**config.mk**
```make
export PLATFORM = sky130hd
export DESIGN_NAME = fifo_burst_reader
export DESIGN_NICKNAME = d
export VERILOG_FILES = /design/src/rtl/fifo_burst_reader.sv
export SDC_FILE = /design/constraint.sdc
export NUM_CORES = 1
export LEC_CHECK = 0
export CAP_MARGIN = 20
export CORE_MARGIN = 2
export CORE_UTILIZATION = 45
export DETAILED_ROUTE_END_ITERATION = 10
export PLACE_DENSITY = 0.75
export SLEW_MARGIN = 20
export SYNTH_ARGS = -nofsm -noshare
export SYNTH_HDL_FRONTEND = slang
export SYNTH_SLANG_ARGS = --single-unit
```
**constraint.sdc**
```tcl
create_clock -name i_clk -period 4.4 [get_ports i_clk]
set_input_delay 0.66 -clock i_clk [delete_from_list [all_inputs] [get_ports i_clk]]
set_output_delay 0.66 -clock i_clk [all_outputs]
set_load 0.03 [all_outputs]
```
**src/rtl/fifo_burst_reader.sv**
```systemverilog
// -----------------------------------------------------------------------------
// fifo_burst_reader
//
// Read-side engine for a show-ahead push/pop FIFO. A host request for N words
// pops exactly N words from the FIFO as they become available and presents
// them on a valid/ready stream at up to one word per cycle, then pulses
// o_done for one cycle. An abort ends the burst early without o_done.
//
// State | Meaning
// ------+-----------------------------------------------------------------
// IDLE  | waiting for i_req; latches burst length and clears o_count
// READ  | popping FIFO words into the output register and streaming them
// DONE  | one-cycle completion pulse on o_done, then back to IDLE
//
// Ports
//   i_clk, i_rst     clock (rising edge) and async active-high reset
//   i_req, i_len     burst request and length, sampled only in IDLE
//   i_abort          terminate the burst in progress (READ only)
//   o_fifo_pop       combinational pop strobe to the FIFO
//   i_fifo_data      FIFO head word (show-ahead)
//   i_fifo_empty     FIFO empty flag
//   o_data, o_valid  registered output stream
//   i_ready          downstream ready
//   o_busy           high while in READ
//   o_done           one-cycle pulse when the burst completes
//   o_count          words handed off downstream in the current/last burst
// -----------------------------------------------------------------------------
module fifo_burst_reader #(
    parameter int DATA_WIDTH = 8,
    parameter int LEN_WIDTH  = 9
) (
    input  logic                  i_clk,
    input  logic                  i_rst,
    input  logic                  i_req,
    input  logic [LEN_WIDTH-1:0]  i_len,
    input  logic                  i_abort,
    output logic                  o_fifo_pop,
    input  logic [DATA_WIDTH-1:0] i_fifo_data,
    input  logic                  i_fifo_empty,
    output logic [DATA_WIDTH-1:0] o_data,
    output logic                  o_valid,
    input  logic                  i_ready,
    output logic                  o_busy,
    output logic                  o_done,
    output logic [LEN_WIDTH-1:0]  o_count
);

    typedef enum logic [1:0] {
        ST_IDLE = 2'd0,
        ST_READ = 2'd1,
        ST_DONE = 2'd2
    } state_t;

    state_t                state_q, state_d;
    logic [LEN_WIDTH-1:0]  remaining_q, remaining_d;
    logic [LEN_WIDTH-1:0]  count_q, count_d;
    logic [DATA_WIDTH-1:0] data_q, data_d;
    logic                  valid_q, valid_d;

    logic                  in_read;
    logic                  rem_nz;
    logic                  handshake;
    logic                  pop;

    // Pop only when the output register is free or being drained this cycle,
    // so a word is never overwritten before downstream accepts it.
    always_comb begin
        in_read   = (state_q == ST_READ);
        rem_nz    = (remaining_q != '0);
        handshake = valid_q & i_ready;
        pop       = in_read & ~i_abort & rem_nz & ~i_fifo_empty
                    & (~valid_q | i_ready);
    end

    always_comb begin
        state_d     = state_q;
        remaining_d = remaining_q;
        count_d     = count_q;
        data_d      = data_q;
        valid_d     = valid_q;

        case (state_q)
            ST_IDLE: begin
                if (i_req) begin
                    remaining_d = i_len;
                    count_d     = '0;
                    state_d     = (i_len != '0) ? ST_READ : ST_DONE;
                end
            end

            ST_READ: begin
                // A handshake in the abort cycle still counts as delivered.
                if (handshake) begin
                    count_d = count_q + LEN_WIDTH'(1);
                end

                if (i_abort) begin
                    valid_d = 1'b0;
                    state_d = ST_IDLE;
                end else begin
                    if (pop) begin
                        data_d      = i_fifo_data;
                        valid_d     = 1'b1;
                        remaining_d = remaining_q - LEN_WIDTH'(1);
                    end else if (handshake) begin
                        valid_d = 1'b0;
                    end

                    // Finished once everything is popped and the last word
                    // has left the output register.
                    if (!rem_nz && (!valid_q || handshake)) begin
                        state_d = ST_DONE;
                    end
                end
            end

            ST_DONE: begin
                state_d = ST_IDLE;
            end

            default: begin
                state_d = ST_IDLE;
            end
        endcase
    end

    always_ff @(posedge i_clk or posedge i_rst) begin
        if (i_rst) begin
            state_q     <= ST_IDLE;
            remaining_q <= '0;
            count_q     <= '0;
            data_q      <= '0;
            valid_q     <= 1'b0;
        end else begin
            state_q     <= state_d;
            remaining_q <= remaining_d;
            count_q     <= count_d;
            data_q      <= data_d;
            valid_q     <= valid_d;
        end
    end

    // Gate with reset so the FIFO sees no pop while reset is held.
    assign o_fifo_pop = pop & ~i_rst;
    assign o_data     = data_q;
    assign o_valid    = valid_q;
    assign o_busy     = (state_q == ST_READ);
    assign o_done     = (state_q == ST_DONE);
    assign o_count    = count_q;

endmodule

```
======== After elaboration in Yosys (flattened, before gate mapping) ========
Index checks and enable logic that the tools add are counted.
operators by class
  multiplexer cells ....................... 15
  bitwise gates (word level) .............. 11
  $add $sub $neg .......................... 2
  reduce and logical (&&, ||, !) cells .... 14
  eq/ne operators ......................... 7
operator list
  cell                                               number
  two-way mux 9 bit                                  5
  case mux 9 bit (2 select lines)                    2
  nonzero test 9 bit                                 2
  adder 9 x 1 -> 9 bit (second input constant)       1
  subtractor 9 x 1 -> 9 bit (second input constant)  1
  two-way mux 2 bit                                  4
  bitwise AND 1 bit                                  6
  AND reduction 3 bit                                2
  != test 2 x 1 -> 1 bit (second input constant)     2
  != test 2 bit (second input constant)              2
  inverter 1 bit                                     4
  case mux 2 bit (2 select lines)                    1
  AND reduction 2 bit                                2
  AND reduction 4 bit                                1
  two-way mux 1 bit                                  3
  != test 3 x 2 -> 1 bit (second input constant)     1
  nonzero test 3 bit                                 1
  == test 2 x 1 -> 1 bit (second input constant)     1
  == test 2 bit (second input constant)              1
  zero test 1 bit                                    2
  zero test 2 bit                                    1
  nonzero test 2 bit                                 1
  logical AND 1 bit                                  1
  logical OR 1 bit                                   1
  bitwise OR 1 bit                                   1
storage, ports and cells
  register bits after elaboration ......... 29
  word-level logic and storage cells ...... 54

======== Logic depth before layout (Yosys ltp) ========
Gate-level depths: netlist (run 1).
  depth after elaboration ................. 8
  depth in mapped cells ................... 6
  mapped depth without buffers ............ 6

======== Least setup slack after synthesis (run 1) ========
No wires, ideal clock.
  kind .................................... input-to-output
  start point ............................. input port i_abort
  end point ............................... output port o_fifo_pop
  stages on the path ...................... 3
  data arrival time ....................... 1.783 ns
  slack ................................... 1.957 ns
  cell sequence ........................... nor4_1 -> nand2_1 -> nor2_1
on the way
  longest elaborated chain between the ends .. 6
RTL lines
  item                             RTL line  source
  start: declaration               36        input logic i_abort,
  inverter 1 bit (no source line)  -
  bitwise AND 1 bit (3 in a row)   71        pop = in_read & ~i_abort & rem_nz & ~i_fifo_empty
  bitwise AND 1 bit                72        & (~valid_q | i_ready);
  bitwise AND 1 bit                144       assign o_fifo_pop = pop & ~i_rst;
  end: declaration                 37        output logic o_fifo_pop,
No other way between the ends.

======== Worst setup path after layout (run 1) ========
  start point ............................. register state_q[1]
  end point ............................... output port o_fifo_pop
on the way
  longest elaborated chain between the ends .. 6
RTL lines
  item                            RTL line  source
  start: declaration              54        state_t state_q, state_d;
  start signal: assignment        135       state_q <= state_d;
  == test 2 x 1 -> 1 bit          68        in_read = (state_q == ST_READ);
  bitwise AND 1 bit (3 in a row)  71
  bitwise AND 1 bit               72
  bitwise AND 1 bit               144
No other way between the ends.

==> results of run 1 <==
worst max-delay path by stage:
stage,from,endpoint,slack (ns)
after detailed placement,i_ready,o_fifo_pop,0.92
after floorplan,i_abort,o_fifo_pop,1.96
final,state_q[1],o_fifo_pop,0.81
after global routing,state_q[1],o_fifo_pop,0.59
after CTS,state_q[1],o_fifo_pop,0.81
after global placement,i_ready,o_fifo_pop,0.97
per-stage QoR:
| step | instance area (sq um) | instances | hold slack (ns) | utilization |
|---|---|---|---|---|
| 4_1_cts | 2151 | 264 | 0.5154 | 0.6346 |
| 3_3_place_gp | 2100 | 256 | 0.4900 | 0.6194 |
| 2_1_floorplan | 1623 | 170 | 0.4971 | - |
| 3_5_place_dp | 2100 | 256 | 0.4947 | 0.6194 |
| 6_report | 2151 | 264 | 0.5108 | 0.6346 |
| 5_1_grt | 2151 | 264 | 0.5339 | 0.6346 |
report_power, final:
group	internal, mW	total [mW]	switching [mW]
logic	0.274	0.636	0.362
registers	0.364	0.464	0.100
clock network	0.0607	0.159	0.0985
total	0.699	1.26	0.561
cells in the final DEF, fill, tap and decap left out, types with 3 or more instances in the layout:
cell type        synthesis  routed
nand4_1                  3       3
nor3_1                   4       4
mux2_2                   8       8
inv_1                    9       8
nor2b_1                  4       4
o31ai_1                  4       4
nand2_1                 13      13
o21ai_0                 12      12
or4_1                    5       5
dfrtp_1                 29      29
nor2_1                  11      11
a221oi_1                 5       5
nand3_1                  7       7
clkbuf_4                 0       5
clkdlybuf4s50_1          0      43
nand2b_1                 4       4
a21oi_1                 13      13
or3_1                    4       4
cell type report:
| type | instances | area [sq um] | share of cell area |
|---|---|---|---|
| Inverter | 10 | 37.54 | 0.01745 |
| Clock buffer | 6 | 41.29 | 0.01920 |
| Sequential cell | 29 | 725.7 | 0.3374 |
| Tap cell | 46 | 57.56 | 0.02676 |
| Clock inverter | 2 | 10.01 | 0.004654 |
| Multi-Input combinational cell | 128 | 848.3 | 0.3944 |
| Timing Repair Buffer | 43 | 430.4 | 0.2001 |
logic make-up after synthesis:
family | after synthesis | share of synthesized area
AND/OR/NAND/NOR | 66 | 0.2328
AO/OA/AOI/OAI | 49 | 0.2020
flip-flops | 29 | 0.4472
buffers and inverters | 13 | 0.03007
multiplexers | 9 | 0.06168
XOR/XNOR | 2 | 0.01080
adder cells (fa/ha/maj) | 2 | 0.01542
routing by layer:
| metal | GRT usage | vias up | share of wire |
|---|---|---|---|
| met1 | 0.2726 | 741 | 0.43 |
| met3 | 0.06866 | 6 | 0.071 |
| met2 | 0.3490 | 62 | 0.49 |
| met4 | 0.09783 | 0 | 0.014 |
| met5 | 0 | - | 0 |
| li1 | - | 731 | - |
sequential cells by signal (all words and copies together) (netlist names):
signal	count
o_count	9
o_data	8
o_valid	1
remaining_q	9
state_q	2
worst max-delay path: cells and delay by family, from the launching register on:
kind | cells | cell delay [ns]
DFF | 1 | 0.50
and+or+nand+nor | 4 | 1.39
buffers and inverters | 1 | 0.69
==> metrics.yaml, run 1 <==
status:
  status: "finished, final reports clean"
clocking:
  tritoncts: "done"
  clkSlewWorstSetupHoldPaths_ns: 0.10
  htreeDepth: 2
  cts_sinks: 29
  insertion_delay_ns: 0.34
  root_buffer: "clkbuf_4"
  post_cts_buffers: 0
  cts_resized: 0
  ctsHoldBuffers: 0
  clockBufferDepth: 2
  numCtsBuffers: 5
logic_synthesis:
  netlist_area_sq_mm: 0.001623
  netlist.area_leader.share: 0.4472
  syn_inst: 170
  synth.most_common_cell: "dfrtp_1"
  synthFlopType: "dfrtp_1"
  syn_nets: 195
  yosys_warnings: 0
  synth-edff-count: 0
  netlist-cell-type-count: 44
  ys_ff_latch: 29
  synth_commonest_cells: "dfrtp_1 (29), a21oi_1 (13), nand2_1 (13), o21ai_0 (12), nor2_1 (11)"
  async_reset_ff_frac: 1.000
  yosysSeqAreaShare: 0.4472
  syn_area_per_cell_sq_um: 9.546
  synth_area_leaders: "dfrtp_1 (45%), mux2_2 (5.6%), a21oi_1 (4.0%)"
  yosys.area.top_type: "dfrtp_1"
placement:
  portBuffers: 43
  pre_cts_ws_ns: 0.9184
  hpwl_um: 3070
  routabilityCongestion: 0.9415
worst_hold_path:
  min_to: "o_data[6]"
  hp-class: "register to register"
  min_path_cells: 1
  min_from: "o_data[6]"
critical_path:
  slowest_stage: "clkdlybuf4s50_1"
  crit_required_ns: 3.74
  end_kind: "output port"
  cp.arrival_ns: 2.93
  r2r_setup_slack_ns: 2.04
  criticalPathCategory: "register to output port"
  crit_path_max_incr_delay_ns: 0.69
  ff2ff_path_depth: 4
  crit_fanout: 15
  r2r_end: "remaining_q[2]"
  crit_chain: "nand2b_1, nor4_1, nand2_1, nor2_1, clkdlybuf4s50_1"
  cp-start-kind: "register"
  reg2reg_from: "state_q[1]"
floorplanning:
  fp.dieH_um: 64.05
  num_io_pins: 44
  start_util: 0.4788
  dieArea_sq_mm: 0.004102
  core_sq_mm: 0.003390
  dieWidth_um: 64.05
  row_count: 21
drt:
  drtIter0Drc: 73
  dr.pass1.iters: 4
  wirelength_um: 4203
  routed_via_density: 5.833
  routedWlPerCell_um: 15.92
  drc_errors: 0
  vias: 1540
  postRouteAntennaNets: 0
power_and_ir_drop:
  p_total_mw: 1.260
  p_leak_nw: 0.8425
  peakVddDrop_mv: 0.3409
  power_density_mw_per_mm2: 585.6
global_routing:
  first_global_vias: 1472
  antenna_found_initial: 0
  grt_max_degree: 30
  grt_overflow: 0
  track_usage: 0.2195
  grt_pass1_wl_um: 6955
finish:
  drive_gt1_frac: 0.1284
  syn_to_final_growth_pct: 32.54
  fillCellCount: 272
  n_antenna_cell: 0
  fin_nets: 242
sta:
  max_freq_ghz: 0.2787
  setup_viol: 0
  final.setup_skew_ns: 0.01203
  drv_slew: 0
  tns_ns: 0
  rsz0062_at_grt: "no"
  slew_headroom: 0.5523
  period_needed_ns: 3.588
  max_slew.worst_pin.slew_ns: 0.6654
  post-route-worst-setup-slack_ns: 0.8121
  finalHoldViolations: 0
  period_share: 0.8154
run:
  maxCapViolations: 0
Power figures use the tool's default switching activity.
==> run 2, diff against run 1 <==
clock period = 3.32 ns   (was 4.4 ns; I/O delays follow)
==> metrics.yaml, run 2 (same netlist as run 1, synthesis figures left out) <==
power_and_ir_drop:
  power_density_mw_per_mm2: 774.8  # +32%
  peakVddDrop_mv: 0.4512  # +32%
  p_leak_nw: 0.8814  # +4.6%
placement:
  hpwl_um: 3182  # +3.6%
  portBuffers: 43  # unchanged
  dp_cells: 260  # +1.6%
  routabilityCongestion: 0.8979  # -4.6%
  post_dp_cell_area_sq_mm: 0.002130  # +1.4%
critical_path:
  slowest_stage: "or4b_4"
  cp-start-kind: "register"
  crit_path_max_incr_delay_ns: 0.52  # -0.17 ns
  end_kind: "output port"
  crit_fanout: 6  # -9
  crit_required_ns: 2.82  # -0.92 ns
  crit_chain: "inv_1, ha_1, or4b_4, or3_4, nand2_1, nor2_1, dlymetal6s2s_1"
  cp.arrival_ns: 2.42  # -0.51 ns
  criticalPathCategory: "register to output port"
clocking:
  htreeDepth: 2  # unchanged
  clockBufferDepth: 2  # unchanged
  cts_sinks: 29  # unchanged
  insertion_delay_ns: 0.32  # -0.02 ns
  numCtsBuffers: 5  # unchanged
  tritoncts: "done"
  clkSlewWorstSetupHoldPaths_ns: 0.09  # about the same
  post_cts_buffers: 0  # unchanged
  root_buffer: "clkbuf_4"
drt:
  dr.pass1.iters: 4  # unchanged
  drtIter0Drc: 147  # +100%
  drc_errors: 0  # unchanged
  vias: 1600  # +3.9%
  wirelength_um: 4257  # +1.3%
  routed_via_density: 5.970  # +2.3%
  postRouteAntennaNets: 0  # unchanged
  routedWlPerCell_um: 15.88  # -0.23%
finish:
  drive_gt1_frac: 0.1396  # +0.01120
  fillCellCount: 268  # -1.5%
  final_cells: 268  # +1.5%
  register_area_sq_um: 725.7  # unchanged
  n_antenna_cell: 0  # unchanged
  stdcell_area_sq_mm: 0.002183  # +1.5%
  final_common_cell: "clkdlybuf4s50_1"
  multiInputGateArea_sq_um: 848.3  # unchanged
  final_cell_mix: "clkdlybuf4s50_1 (42), dfrtp_1 (29), a21oi_1 (13), nand2_1 (13), o21ai_0 (12)"
  fin_util: 0.6441  # +0.009598
  syn_to_final_growth_pct: 34.54
  fin_nets: 246  # +1.7%
sta:
  drv_slew: 0  # unchanged
  whs_ns: 0.5132  # +0.002336 ns
  rsz0062_at_grt: "no"
  tns_ns: 0  # unchanged
  final.setup_skew_ns: 0.005273  # -0.006754 ns
  slew_headroom: 0.6445  # +0.09214
  max_slew.worst_pin.slew_ns: 0.5313  # -0.1340 ns
  max_freq_ghz: 0.3423
  setup_viol: 0  # unchanged
  finalHoldViolations: 0  # unchanged
  period_share: 0.8800
  period_needed_ns: 2.922
floorplanning:
  start_util: 0.4788  # unchanged
  dieArea_sq_mm: 0.004102  # unchanged
  row_count: 21  # unchanged
  fp.dieH_um: 64.05  # unchanged
  core_sq_mm: 0.003390  # unchanged
  num_io_pins: 44  # unchanged
  dieWidth_um: 64.05  # unchanged
global_routing:
  first_global_vias: 1635  # +11%
  grt_max_degree: 19  # -37%
  antenna_found_initial: 0  # unchanged
  grt_overflow: 0  # unchanged
  use_met3: 0.05282  # -0.01585
  gr-usage-met2: 0.3854  # +0.03646
  grt_pass1_wl_um: 7286  # +4.8%
  gr-usage-met1: 0.2670  # -0.005579
  grt_busiest_layer: "met2"
  track_usage: 0.2278  # +0.008237
worst_hold_path:
  hp-class: "register to register"
run:
  maxCapViolations: 0  # unchanged
status:
  status: "finished, final reports clean"
==> run 2: power breakdown <==
part | switching [mW] | leakage (nW) | internal, mW
clock | 0.122 | 0.0320 | 0.0805
combinational | 0.489 | 0.484 | 0.378
sequential | 0.139 | 0.366 | 0.483
total | 0.750 | 0.881 | 0.941
==> run 2: layout make-up <==
class | count | area share
flip-flops and latches | 29 | 0.3324
clock buffers | 6 | 0.01891
repair buffers | 47 | 0.2120
well taps | 46 | 0.02636
inverters | 10 | 0.01719
clock inverters | 2 | 0.004585
multi-input cells | 128 | 0.3885
==> run 2: worst paths after layout <==
path | from | endpoint | slack, ns | cells after the start
min reg2reg | o_data[7] | o_data[7] | 0.51 | 1
max reg2reg | remaining_q[0] | remaining_q[5] | 1.04 | 6
min | o_data[7] | o_data[7] | 0.51 | 1
min in group asynchronous | i_rst | o_valid | 0.52 | 2
max in group asynchronous | i_rst | remaining_q[6] | 2.18 | 3
max | remaining_q[0] | o_fifo_pop | 0.40 | 7
==> run 2: layer usage <==
metal  vias up  routed length (um)
met3        18                 269
met4         0                 157
li1        742                   -
met1       755                1739
met2        85                2090
met5         -                   0
==> run 2: through the flow <==
stage,setup WS (ns),total power [mW]
after global routing,0.2709,1.805
after CTS,0.04988,1.690
after detailed placement,0.4227,1.482
final,0.3983,1.692
after floorplan,1.066,1.154
after global placement,0.5086,1.443
==> run 2: worst max-delay path, delay by kind of cell (launching register included) <==
family	cells	cell delay [ns]
adder cells (fa/ha/maj)	1	0.20
buffers and inverters	2	0.34
flip-flops	1	0.45
AND/OR/NAND/NOR	4	1.10
==> run 2: timing repair <==
item | 4_1_cts | 5_1_grt
resized for setup | 0 | 1
hold buffers | 0 | 0
endpoints found under the hold margin | 0 | 0
endpoints found under the setup margin | 0 | 1
==> run 3, diff against run 2 <==
ABC_AREA = 0   (was not set)
PLACE_DENSITY = 0.87   (was 0.75)
==> metrics.yaml, run 3 (same netlist as run 1, synthesis figures left out) <==
global_routing:
  antenna_found_initial: 0  # unchanged
  grt_overflow: 0  # unchanged
  use_met3: 0.05458  # +0.001761
  track_usage: 0.2030  # -0.02477
  grt_pass1_wl_um: 6396  # -12%
  gr-usage-met1: 0.2776  # +0.01054
  grt_busiest_layer: "met2"
  first_global_vias: 1365  # -17%
  gr-usage-met2: 0.3047  # -0.08073
  grt_max_degree: 30  # +11
critical_path:
  criticalPathCategory: "register to output port"
  critPathTopFamily: "simple AND/OR/NAND/NOR gates"
  cp-start-kind: "register"
  cp_num_buf_inv: 2  # unchanged
  crit_path_max_incr_delay_ns: 0.58  # +0.06 ns
  cp.arrival_ns: 2.69  # +0.27 ns
  crit_chain: "inv_1, ha_1, or4b_4, or3_4, nand2_1, nor2_1, clkdlybuf4s50_1"
  crit_fanout: 6  # unchanged
  crit_required_ns: 2.82  # about the same
  slowest_stage: "clkdlybuf4s50_1"
  end_kind: "output port"
power_and_ir_drop:
  p_int_mw: 0.9823  # +4.3%
  combPwrFrac: 0.494  # -0.019
  clkPwrFrac: 0.147  # +0.027
  p_seq_frac: 0.359  # -0.008
  switching_power_mw: 0.7318  # -2.5%
  swShare: 0.4270  # -0.01657
  peakVddDrop_mv: 0.4655  # +3.2%
  p_leak_nw: 0.8726  # -1.0%
  power_density_mw_per_mm2: 779.3  # +0.57%
clocking:
  cts_sinks: 29  # unchanged
  root_buffer: "clkbuf_4"
  clkSlewWorstSetupHoldPaths_ns: 0.09  # about the same
  ctsHoldBuffers: 0  # unchanged
  numCtsBuffers: 5  # unchanged
  post_cts_buffers: 0  # unchanged
  cts_resized: 0  # unchanged
  insertion_delay_ns: 0.34  # +0.02 ns
  htreeDepth: 2  # unchanged
  tritoncts: "done"
  clockBufferDepth: 2  # unchanged
sta:
  rsz0062_at_grt: "no"
  setup_viol: 0  # unchanged
  period_share: 0.9616  # +0.08160
  finalHoldViolations: 0  # unchanged
  drv_slew: 0  # unchanged
  final.setup_skew_ns: 0.01768  # +0.01241 ns
  slew_headroom: 0.6486  # +0.004080
  tns_ns: 0  # unchanged
  max_freq_ghz: 0.3132  # -8.5%
  max_slew.worst_pin.slew_ns: 0.5139  # -0.01745 ns
  period_needed_ns: 3.193  # +0.2709 ns
finish:
  fin_util: 0.6489  # +0.004799
  drive_gt1_frac: 0.1441  # +0.004505
  final_common_cell: "clkdlybuf4s50_1"
  n_antenna_cell: 0  # unchanged
  fin_nets: 246  # unchanged
  syn_to_final_growth_pct: 35.54
  final_cell_mix: "clkdlybuf4s50_1 (43), dfrtp_1 (29), a21oi_1 (13), nand2_1 (13), o21ai_0 (12)"
  fillCellCount: 266  # -0.75%
floorplanning:
  dieArea_sq_mm: 0.004102  # unchanged
  dieWidth_um: 64.05  # unchanged
  row_count: 21  # unchanged
  core_sq_mm: 0.003390  # unchanged
  num_io_pins: 44  # unchanged
  start_util: 0.4788  # unchanged
  fp.dieH_um: 64.05  # unchanged
placement:
  hpwl_um: 2792  # -12%
  routabilityCongestion: 0.8331  # -7.2%
  portBuffers: 43  # unchanged
drt:
  dr.pass1.iters: 4  # unchanged
  vias: 1537  # -3.9%
  drtIter0Drc: 167  # +14%
  drc_errors: 0  # unchanged
  routed_via_density: 5.735  # -3.9%
  wirelength_um: 3831  # -10%
  routedWlPerCell_um: 14.29  # -10%
  postRouteAntennaNets: 0  # unchanged
worst_hold_path:
  hp-class: "register to register"
status:
  status: "finished, final reports clean"
run:
  maxCapViolations: 0  # unchanged
run 3: cell count changes in the layout (fill, tap and decap cells not counted), sizes merged:
cell / before / now
clkbuf: 6 / 7
clkinv: 3 / 2
dlymetal6s2s: 1 / 0
clkdlybuf4s50: 42 / 43
run 3: path summary, 6_finish.rpt:
path | startpoint | end | slack (ns) | cells after the start
max | remaining_q[0] | o_fifo_pop | 0.13 | 7
min | o_data[2] | o_data[2] | 0.51 | 1
max reg2reg | state_q[1] | o_data[0] | 1.09 | 5
min reg2reg | o_data[2] | o_data[2] | 0.51 | 1
max in group asynchronous | i_rst | remaining_q[1] | 2.46 | 3
min in group asynchronous | i_rst | o_valid | 0.56 | 3
run 3: cell type report:
| type | count | area, sq um | share of cell area |
|---|---|---|---|
| Multi-Input combinational cell | 128 | 848.3 | 0.3857 |
| Sequential cell | 29 | 725.7 | 0.3299 |
| Timing Repair Buffer | 47 | 460.4 | 0.2093 |
| Clock buffer | 7 | 65.06 | 0.02958 |
| Tap cell | 46 | 57.56 | 0.02617 |
| Inverter | 10 | 37.54 | 0.01706 |
| Clock inverter | 1 | 5.005 | 0.002275 |
run 3: stage by stage:
| stage | power, mW | setup slack, ns | cell area, sq um | instances | hold WS (ns) |
|---|---|---|---|---|---|
| final | 1.714 | 0.1274 | 2200 | 268 | 0.5143 |
| after global routing | 1.831 | 0.02508 | 2200 | 268 | 0.5286 |
| after CTS | 1.719 | 0.1109 | 2200 | 268 | 0.5182 |
| after detailed placement | 1.464 | 0.4793 | 2130 | 260 | 0.4981 |
| after global placement | 1.445 | 0.5218 | 2130 | 260 | 0.4884 |
| after floorplan | 1.154 | 1.066 | 1623 | 170 | 0.4971 |
run 3: power groups by stage:
stage	sequential [mW]	clock, mW	combinational, mW
finish	0.615	0.253	0.846
global route	0.635	0.276	0.919
CTS	0.613	0.259	0.848
detailed placement	0.620	0	0.844
global placement	0.613	0	0.832
floorplan	0.722	0	0.432
run 3: metal layers:
metal | vias up | share of wire
li1 | 742 | -
met1 | 725 | 0.46
met2 | 62 | 0.46
met3 | 8 | 0.067
met4 | 0 | 0.017
met5 | - | 0
